## src/rtl/i2s_audio_receiver.sv

```systemverilog
`default_nettype none
// +----------------------------------------------------------------------------+
// | i2s_audio_receiver: oversampled I2S deserialiser with valid/ready output.  |
// | Revision: 1.0                                                              |
// +----------------------------------------------------------------------------+
module i2s_audio_receiver #(
  parameter int DATA_WIDTH  = 16,
  parameter int SYNC_STAGES = 2
) (
  input  logic                  clk,
  input  logic                  reset,
  input  logic                  i2s_bclk,
  input  logic                  i2s_lrck,
  input  logic                  i2s_sdata,
  output logic                  o_valid,
  input  logic                  o_ready,
  output logic                  o_is_left,
  output logic [DATA_WIDTH-1:0] o_audio,
  output logic                  o_overrun
);

  localparam int CW = $clog2(DATA_WIDTH + 1);
  localparam logic [0:0] HUNT    = 1'b0;
  localparam logic [0:0] RECEIVE = 1'b1;
  localparam logic [DATA_WIDTH-1:0] MSB_ONE = {1'b1, {(DATA_WIDTH-1){1'b0}}};

  logic [SYNC_STAGES-1:0] bclk_sync;
  logic [SYNC_STAGES-1:0] lrck_sync;
  logic [SYNC_STAGES-1:0] sdata_sync;
  logic                   bclk_hist;

  logic [0:0]            state;
  logic                  lrck_last;
  logic                  lrck_primed;
  logic                  channel;
  logic [CW-1:0]         bit_count;
  logic [DATA_WIDTH-1:0] shreg;

  logic                  emit;
  logic                  emit_left;
  logic [DATA_WIDTH-1:0] emit_word;

  logic                  bclk_s;
  logic                  lrck_s;
  logic                  sdata_s;
  logic                  rise;
  logic                  boundary;
  logic                  bit_in_range;
  logic [DATA_WIDTH-1:0] bit_mask;
  logic [DATA_WIDTH-1:0] word_now;

  assign bclk_s  = bclk_sync[SYNC_STAGES-1];
  assign lrck_s  = lrck_sync[SYNC_STAGES-1];
  assign sdata_s = sdata_sync[SYNC_STAGES-1];
  assign rise    = bclk_s & ~bclk_hist;

  // lrck_last is meaningless until one rise has been seen after reset, so the
  // reset value cannot fake a boundary and start capture in the middle of a slot.
  assign boundary     = lrck_primed & (lrck_s != lrck_last);
  assign bit_in_range = (bit_count < CW'(DATA_WIDTH));
  // Mask shifts out to zero once bit_count saturates, so extra bits are ignored.
  assign bit_mask     = MSB_ONE >> bit_count;
  assign word_now     = sdata_s ? (shreg | bit_mask) : shreg;

  always_ff @(posedge clk or negedge reset) begin
    if (!reset) begin
      bclk_sync  <= '0;
      lrck_sync  <= '0;
      sdata_sync <= '0;
      bclk_hist  <= 1'b0;
    end else begin
      bclk_sync  <= {bclk_sync[SYNC_STAGES-2:0], i2s_bclk};
      lrck_sync  <= {lrck_sync[SYNC_STAGES-2:0], i2s_lrck};
      sdata_sync <= {sdata_sync[SYNC_STAGES-2:0], i2s_sdata};
      bclk_hist  <= bclk_s;
    end
  end

  always_ff @(posedge clk or negedge reset) begin
    if (!reset) begin
      state       <= HUNT;
      lrck_last   <= 1'b0;
      lrck_primed <= 1'b0;
      channel     <= 1'b0;
      bit_count   <= '0;
      shreg       <= '0;
      emit        <= 1'b0;
      emit_left   <= 1'b0;
      emit_word   <= '0;
    end else begin
      emit <= 1'b0;
      if (rise) begin
        lrck_last   <= lrck_s;
        lrck_primed <= 1'b1;
        case (state)
          HUNT: begin
            if (boundary) begin
              channel   <= lrck_s;
              bit_count <= '0;
              shreg     <= '0;
              state     <= RECEIVE;
            end
          end
          RECEIVE: begin
            if (boundary) begin
              emit      <= (bit_count != '0);
              emit_word <= word_now;
              emit_left <= ~channel;
              channel   <= lrck_s;
              bit_count <= '0;
              shreg     <= '0;
            end else begin
              shreg <= word_now;
              if (bit_in_range) begin
                bit_count <= bit_count + 1'b1;
              end
            end
          end
          default: state <= HUNT;
        endcase
      end
    end
  end

  always_ff @(posedge clk or negedge reset) begin
    if (!reset) begin
      o_valid   <= 1'b0;
      o_is_left <= 1'b0;
      o_audio   <= '0;
      o_overrun <= 1'b0;
    end else begin
      o_overrun <= 1'b0;
      if (emit) begin
        if (!o_valid || o_ready) begin
          o_valid   <= 1'b1;
          o_audio   <= emit_word;
          o_is_left <= emit_left;
        end else begin
          o_overrun <= 1'b1;
        end
      end else if (o_valid && o_ready) begin
        o_valid <= 1'b0;
      end
    end
  end

endmodule
`default_nettype wire

```

## config.mk

```make
export PLATFORM = sky130hd
export DESIGN_NAME = i2s_audio_receiver
export DESIGN_NICKNAME = d
export VERILOG_FILES = /design/src/rtl/i2s_audio_receiver.sv
export SDC_FILE = /design/constraint.sdc
export NUM_CORES = 1
export LEC_CHECK = 0
export ABC_AREA = 1
export CAP_MARGIN = 20
export CORE_ASPECT_RATIO = 0.8
export CORE_MARGIN = 4
export CORE_UTILIZATION = 39
export CTS_CLUSTER_DIAMETER = 50
export DETAILED_ROUTE_END_ITERATION = 12
export DONT_BUFFER_PORTS = 1
export GPL_ROUTABILITY_DRIVEN = 0
export SKIP_LAST_GASP = 1
export SLEW_MARGIN = 20
export SYNTH_ARGS = -nofsm -noshare
export SYNTH_HDL_FRONTEND = slang
export SYNTH_SLANG_ARGS = --single-unit
```

## constraint.sdc

```tcl
create_clock -name clk -period 1.4 [get_ports clk]
set_clock_uncertainty 0.15 [all_clocks]
set_input_delay 0.07 -clock clk [delete_from_list [all_inputs] [get_ports clk]]
set_output_delay 0.07 -clock clk [all_outputs]
set_load 0.01 [all_outputs]
```

## Word level (Yosys, flattened, before mapping)

Index checks and enable logic that the tools add are counted.

| storage, ports and cells | value |
|---|---|
| register bits after elaboration | 69 |
| bits in latches | 0 |
| RAM bits | 0 |
| bits in read-only memories | 0 |
| input bits | 6 |
| output and inout bits | 19 |
| logic and storage cells | 60 |
| memories | 0 |

| cells by class | value |
|---|---|
| add/sub/neg operators | 1 |
| $mul | 0 |
| div/mod/pow operators | 0 |
| $lt $le $gt $ge | 1 |
| eq/ne operators | 4 |
| shift-type cells | 1 |
| mux-type cells | 19 |
| bitwise gates (word level) | 6 |
| reduce and logical (&&, ||, !) cells | 11 |

Operators with widths:

| operator | number |
|---|---|
| $mux 16 | 3 |
| $pmux 16 s2 | 1 |
| $or 16x16->16 | 1 |
| $shr 16x5->16 const A | 1 |
| $mux 5 | 3 |
| $mux 1 | 11 |
| $pmux 5 s2 | 1 |
| $reduce_and 2->1 | 4 |
| $reduce_and 3->1 | 2 |
| $add 5x1->5 const B | 1 |
| $lt 5x5->1 const B | 1 |
| $reduce_bool 5->1 | 1 |
| $ne 3x1->1 const B | 1 |
| $not 1->1 | 3 |
| $and 1x1->1 | 2 |
| $ne 2x1->1 const B | 1 |
| $ne 2x2->1 const B | 1 |
| $reduce_bool 2->1 | 1 |
| $logic_and 1x1->1 | 1 |
| $logic_not 1->1 | 1 |
| $logic_or 1x1->1 | 1 |
| $ne 1x1->1 | 1 |

## Longest topological paths before layout

| logic depth | value |
|---|---|
| depth in word-level cells | 5 |
| depth in mapped cells | 8 |

## Worst setup path before layout

Ideal clock, no wire load.

| path | value |
|---|---|
| path kind | register -> register |
| start point | reg bit_count[0] |
| end point | reg emit_word[8] |
| setup time | 126 ps |
| arrival time | 1091 ps |
| required time | 1124 ps |
| slack | 33 ps |
| stages on the path, launching flop included | 7 |
| period minus slack after synthesis | 1367 ps |
| cell sequence | dfrtp_1 > ha_1 > ha_1 > inv_1 > o21bai_1 > nand2_1 > o21ai_0 |

| on the way | value |
|---|---|
| word-level cells in the longest chain between the ends | 3 |

Ends and longest elaborated chain:

| item | line | RTL |
|---|---|---|
| from (decl) | 36 | `logic [CW-1:0] bit_count;` |
| from (signal assigned) | 115 | `bit_count <= bit_count + 1'b1;` |
| $shr 16x5->16 | 62 | `assign bit_mask = MSB_ONE >> bit_count;` |
| $or 16x16->16 | 63 | `assign word_now = sdata_s ? (shreg \| bit_mask) : shreg;` |
| $mux 16 | 63 |  |
| to (signal assigned) | 107 | `emit_word <= word_now;` |
| to (decl) | 41 | `logic [DATA_WIDTH-1:0] emit_word;` |

Every way passes these cells.
A chain may end at the register's enable or synchronous reset.

## Final worst setup path

| path | value |
|---|---|
| start point | reg lrck_sync[1] |
| end point | reg emit_word[5] |

| on the way | value |
|---|---|
| word-level cells in the longest chain between the ends | 3 |

Ends and longest elaborated chain:

| item | line | RTL |
|---|---|---|
| from (decl) | 28 | `logic [SYNC_STAGES-1:0] lrck_sync;` |
| from (signal assigned) | 73 | `lrck_sync <= {lrck_sync[SYNC_STAGES-2:0], i2s_lrck};` |
| $ne 1x1->1 | 59 | `assign boundary = lrck_primed & (lrck_s != lrck_last);` |
| $and 1x1->1 | 59 |  |
| $reduce_and 3->1 (no source line) | n/a |  |

Every way passes these cells.

==> results.sh <==
export IMPL_fillCellCount=700
export IMPL_cp_cell_sequence="nand2_2 > nand3_4 > nor2_8 > clkbuf_16 > nand2_1 > o21ai_1"
export IMPL_fin_ws_ps=-59.2
export IMPL_arrival_ps=1590
export IMPL_slowest_stage="dfrtp_1"
export IMPL_tightest_slew_ps=315
export IMPL_yosysTopAreaCellShare=0.584
export IMPL_antenna_found_initial=0
export IMPL_overflow=0
export IMPL_wl_per_cell_um=13.4
export IMPL_critPathBufInv=1
export IMPL_whs_ps=-739
export IMPL_r2r_end="emit_word[5]"
export IMPL_fin_cells=454
export IMPL_fmax_ghz=0.685
export IMPL_ant_nets=0
export IMPL_grt_usage=0.140
export IMPL_maxCapViolCount=0
export IMPL_cts_sinks=69
export IMPL_grt_max_degree=70
export IMPL_clkLatencyLatePin_ps=350
export IMPL_finalHoldViolCount=69
export IMPL_crit_family="simple AND/OR/NAND/NOR gates"
export IMPL_syn_num_nets=325
export IMPL_drive_gt1_frac=0.255
export IMPL_clk_pin_slew_worst_paths_ps=80
export IMPL_status="finished, violations left"
export IMPL_setup_violations_final=17
export IMPL_cp_start_kind="register"
export IMPL_max_stage_delay_ps=430
export IMPL_remaining_drc_errors=0
export IMPL_num_vias=2144
export IMPL_drt_iter0_markers=108
export IMPL_io_pins=25
export IMPL_die_y_um=85.9
export IMPL_reg2reg_slack_ps=-60
export IMPL_required_ps=1530
export IMPL_crit_type="reg2reg"
export IMPL_vdd_drop_max_uv=447
export IMPL_ys_ff_latch=69
export IMPL_drt_total_wl_um=6070
export IMPL_synth_cell_types=21
export IMPL_dp_cells=430
export IMPL_h_tree_depth=3
export IMPL_r2r_start="lrck_sync[1]"
export IMPL_rows=28
export IMPL_diodes=0
export IMPL_rsz0062_at_grt="yes"
export IMPL_end_kind="register"
export IMPL_grt_pass1_vias=2076
export IMPL_violations="negative hold slack, negative setup slack"
export IMPL_post_route_period_util=1.04
export IMPL_io_buffers=0
export IMPL_finalNetCount=356
export IMPL_syn_area_um2=2960
export IMPL_cts_inserted_buffers=9
export IMPL_clockBufferDepth=2
export IMPL_holdBufCountCts=4
export IMPL_dieWidth_um=105
export IMPL_path_depth=6
export IMPL_viasPerCell=4.72
export IMPL_syn_area_per_cell_um2=9.45
export IMPL_hpwl_um=3720
export IMPL_synth_area_leaders="dfrtp_1 (58%), nand2_1 (12%), nand3_1 (4.6%)"
export IMPL_yosysSeqAreaShare=0.584
export IMPL_finalMaxSlewViolations=0
export IMPL_yosysWarnings=0
export IMPL_dr_pass1_iters=4
export IMPL_grt_pass1_wl_um=9960
export IMPL_worst_path_max_fanout=10
export IMPL_max_slew_margin=0.790
export IMPL_core_area_um2=7390
export IMPL_syn2layout_area_growth_pct=24.8
export IMPL_cts_tree="built"
export IMPL_r2r_cells=6
export IMPL_synth_cells=313
export IMPL_power_leakage_nw=1.82
export IMPL_die_area_um2=9050
export IMPL_hp_class="in2async"
export IMPL_initial_core_util=0.400
export IMPL_fin_tns_setup_ps=-500
export IMPL_powerDensity_nw_per_um2=1270
export IMPL_clock_root_buffer="clkbuf_8"
export IMPL_period_minus_slack_ps=1460
export IMPL_yosys_area_top_type="dfrtp_1"
-- repair_timing --
item,in CTS,in global routing
gates cloned,0,3
resized for setup,2,49
setup endpoints to repair,6,39
buffers inserted,0,1
endpoints found under the hold margin,74,69
pin swaps,0,11
-- metrics by stage --
step | utilization | power (W) | worst slack, ps | cell area (µm²)
after global routing | 0.500 | 0.00494 | -140 | 3690
after detailed placement | 0.434 | 0.00293 | -22.8 | 3210
after floorplan | - | 0.00272 | 32.8 | 2960
after CTS | 0.467 | 0.00458 | -14.8 | 3450
after global placement | 0.434 | 0.00292 | -2.07 | 3210
final | 0.500 | 0.00468 | -59.2 | 3690
-- metal layers --
metal	vias to the layer above	share of wire	GRT usage
met5	-	0	0
met4	0	0.016	0.0620
met3	9	0.060	0.0459
met2	46	0.44	0.202
met1	1024	0.48	0.192
li1	1065	-	-
-- worst register-to-register path, cell delays in order (launching register included) --
cell	delay (ps)
dfrtp_1	430
nand2_2	120
nand3_4	130
nor2_8	240
clkbuf_16	200
nand2_1	50
o21ai_1	70
-- registers in the layout, summed over array words and instances, names as in the netlist --
register and cells:
bclk_hist 1, sdata_sync 2, state 1, shreg 16, emit_word 16, o_valid 1
o_is_left 1, bclk_sync 2, lrck_primed 1, o_overrun 1, lrck_last 1, emit_left 1
bit_count 5, channel 1, o_audio 16, lrck_sync 2, emit 1
-- how the worst max path moves through the flow --
stage,from,endpoint,slack (ps)
3_5_place_dp,bit_count[0],emit_word[0],-20
4_1_cts,lrck_sync[1],shreg[2],-10
3_3_place_gp,bit_count[0],emit_word[8],-2
6_report,lrck_sync[1],emit_word[5],-60
2_1_floorplan,bit_count[0],emit_word[8],30
5_1_grt,lrck_sync[1],emit_word[5],-140
-- power breakdown --
group / switching, W / leakage [nW] / internal [W]
Combinational: 0.000450 / 0.793 / 0.000338
Clock: 0.000791 / 0.0996 / 0.000827
Sequential: 0.000117 / 0.925 / 0.00215
Total: 0.00136 / 1.82 / 0.00332
-- cell usage after synthesis (all sizes together) --
library cell and number:
nor2 10, inv 33, ha 6, o21ai 37, nand3 28, buf 7
o21bai 16, dfrtp 69, clkbuf 4, nand2 99, o21a 1, or2 1
nand4 2
-- area by class of cell --
class / count / area (µm²) / share of cell area
Clock inverter: 7 / 73.8 / 0.0200
Timing Repair Buffer: 31 / 347 / 0.0938
Multi-Input combinational cell: 200 / 1170 / 0.316
Tap cell: 105 / 131 / 0.0356
Clock buffer: 9 / 124 / 0.0335
Inverter: 33 / 124 / 0.0335
Sequential cell: 69 / 1730 / 0.467
-- placed cells by master, fill, tap and decap left out, types with 3 or more instances in the layout --
master and instances:
nand3_1 21, inv_2 3, nand2_2 12, inv_1 30
clkbuf_8 9, dfrtp_1 69, nand3_2 6, o21bai_1 8
ha_1 4, o21ai_0 22, dlygate4sd3_1 4, o21ai_2 4
buf_6 5, nand2_1 83, buf_4 16, o21ai_1 11
o21bai_2 8, nand2_4 3, nor2_1 5, clkbuf_16 3
-- kinds of logic (layout without fill, tap and decap cells) --
logic type / after synthesis / in the layout / synth area share
compound gates: 54 / 54 / 0.106
fa+ha+maj: 6 / 6 / 0.0254
buf+inv: 44 / 80 / 0.0689
flops: 69 / 69 / 0.584
simple gates: 140 / 140 / 0.216
No activity file was read; power rests on OpenSTA's default activity.
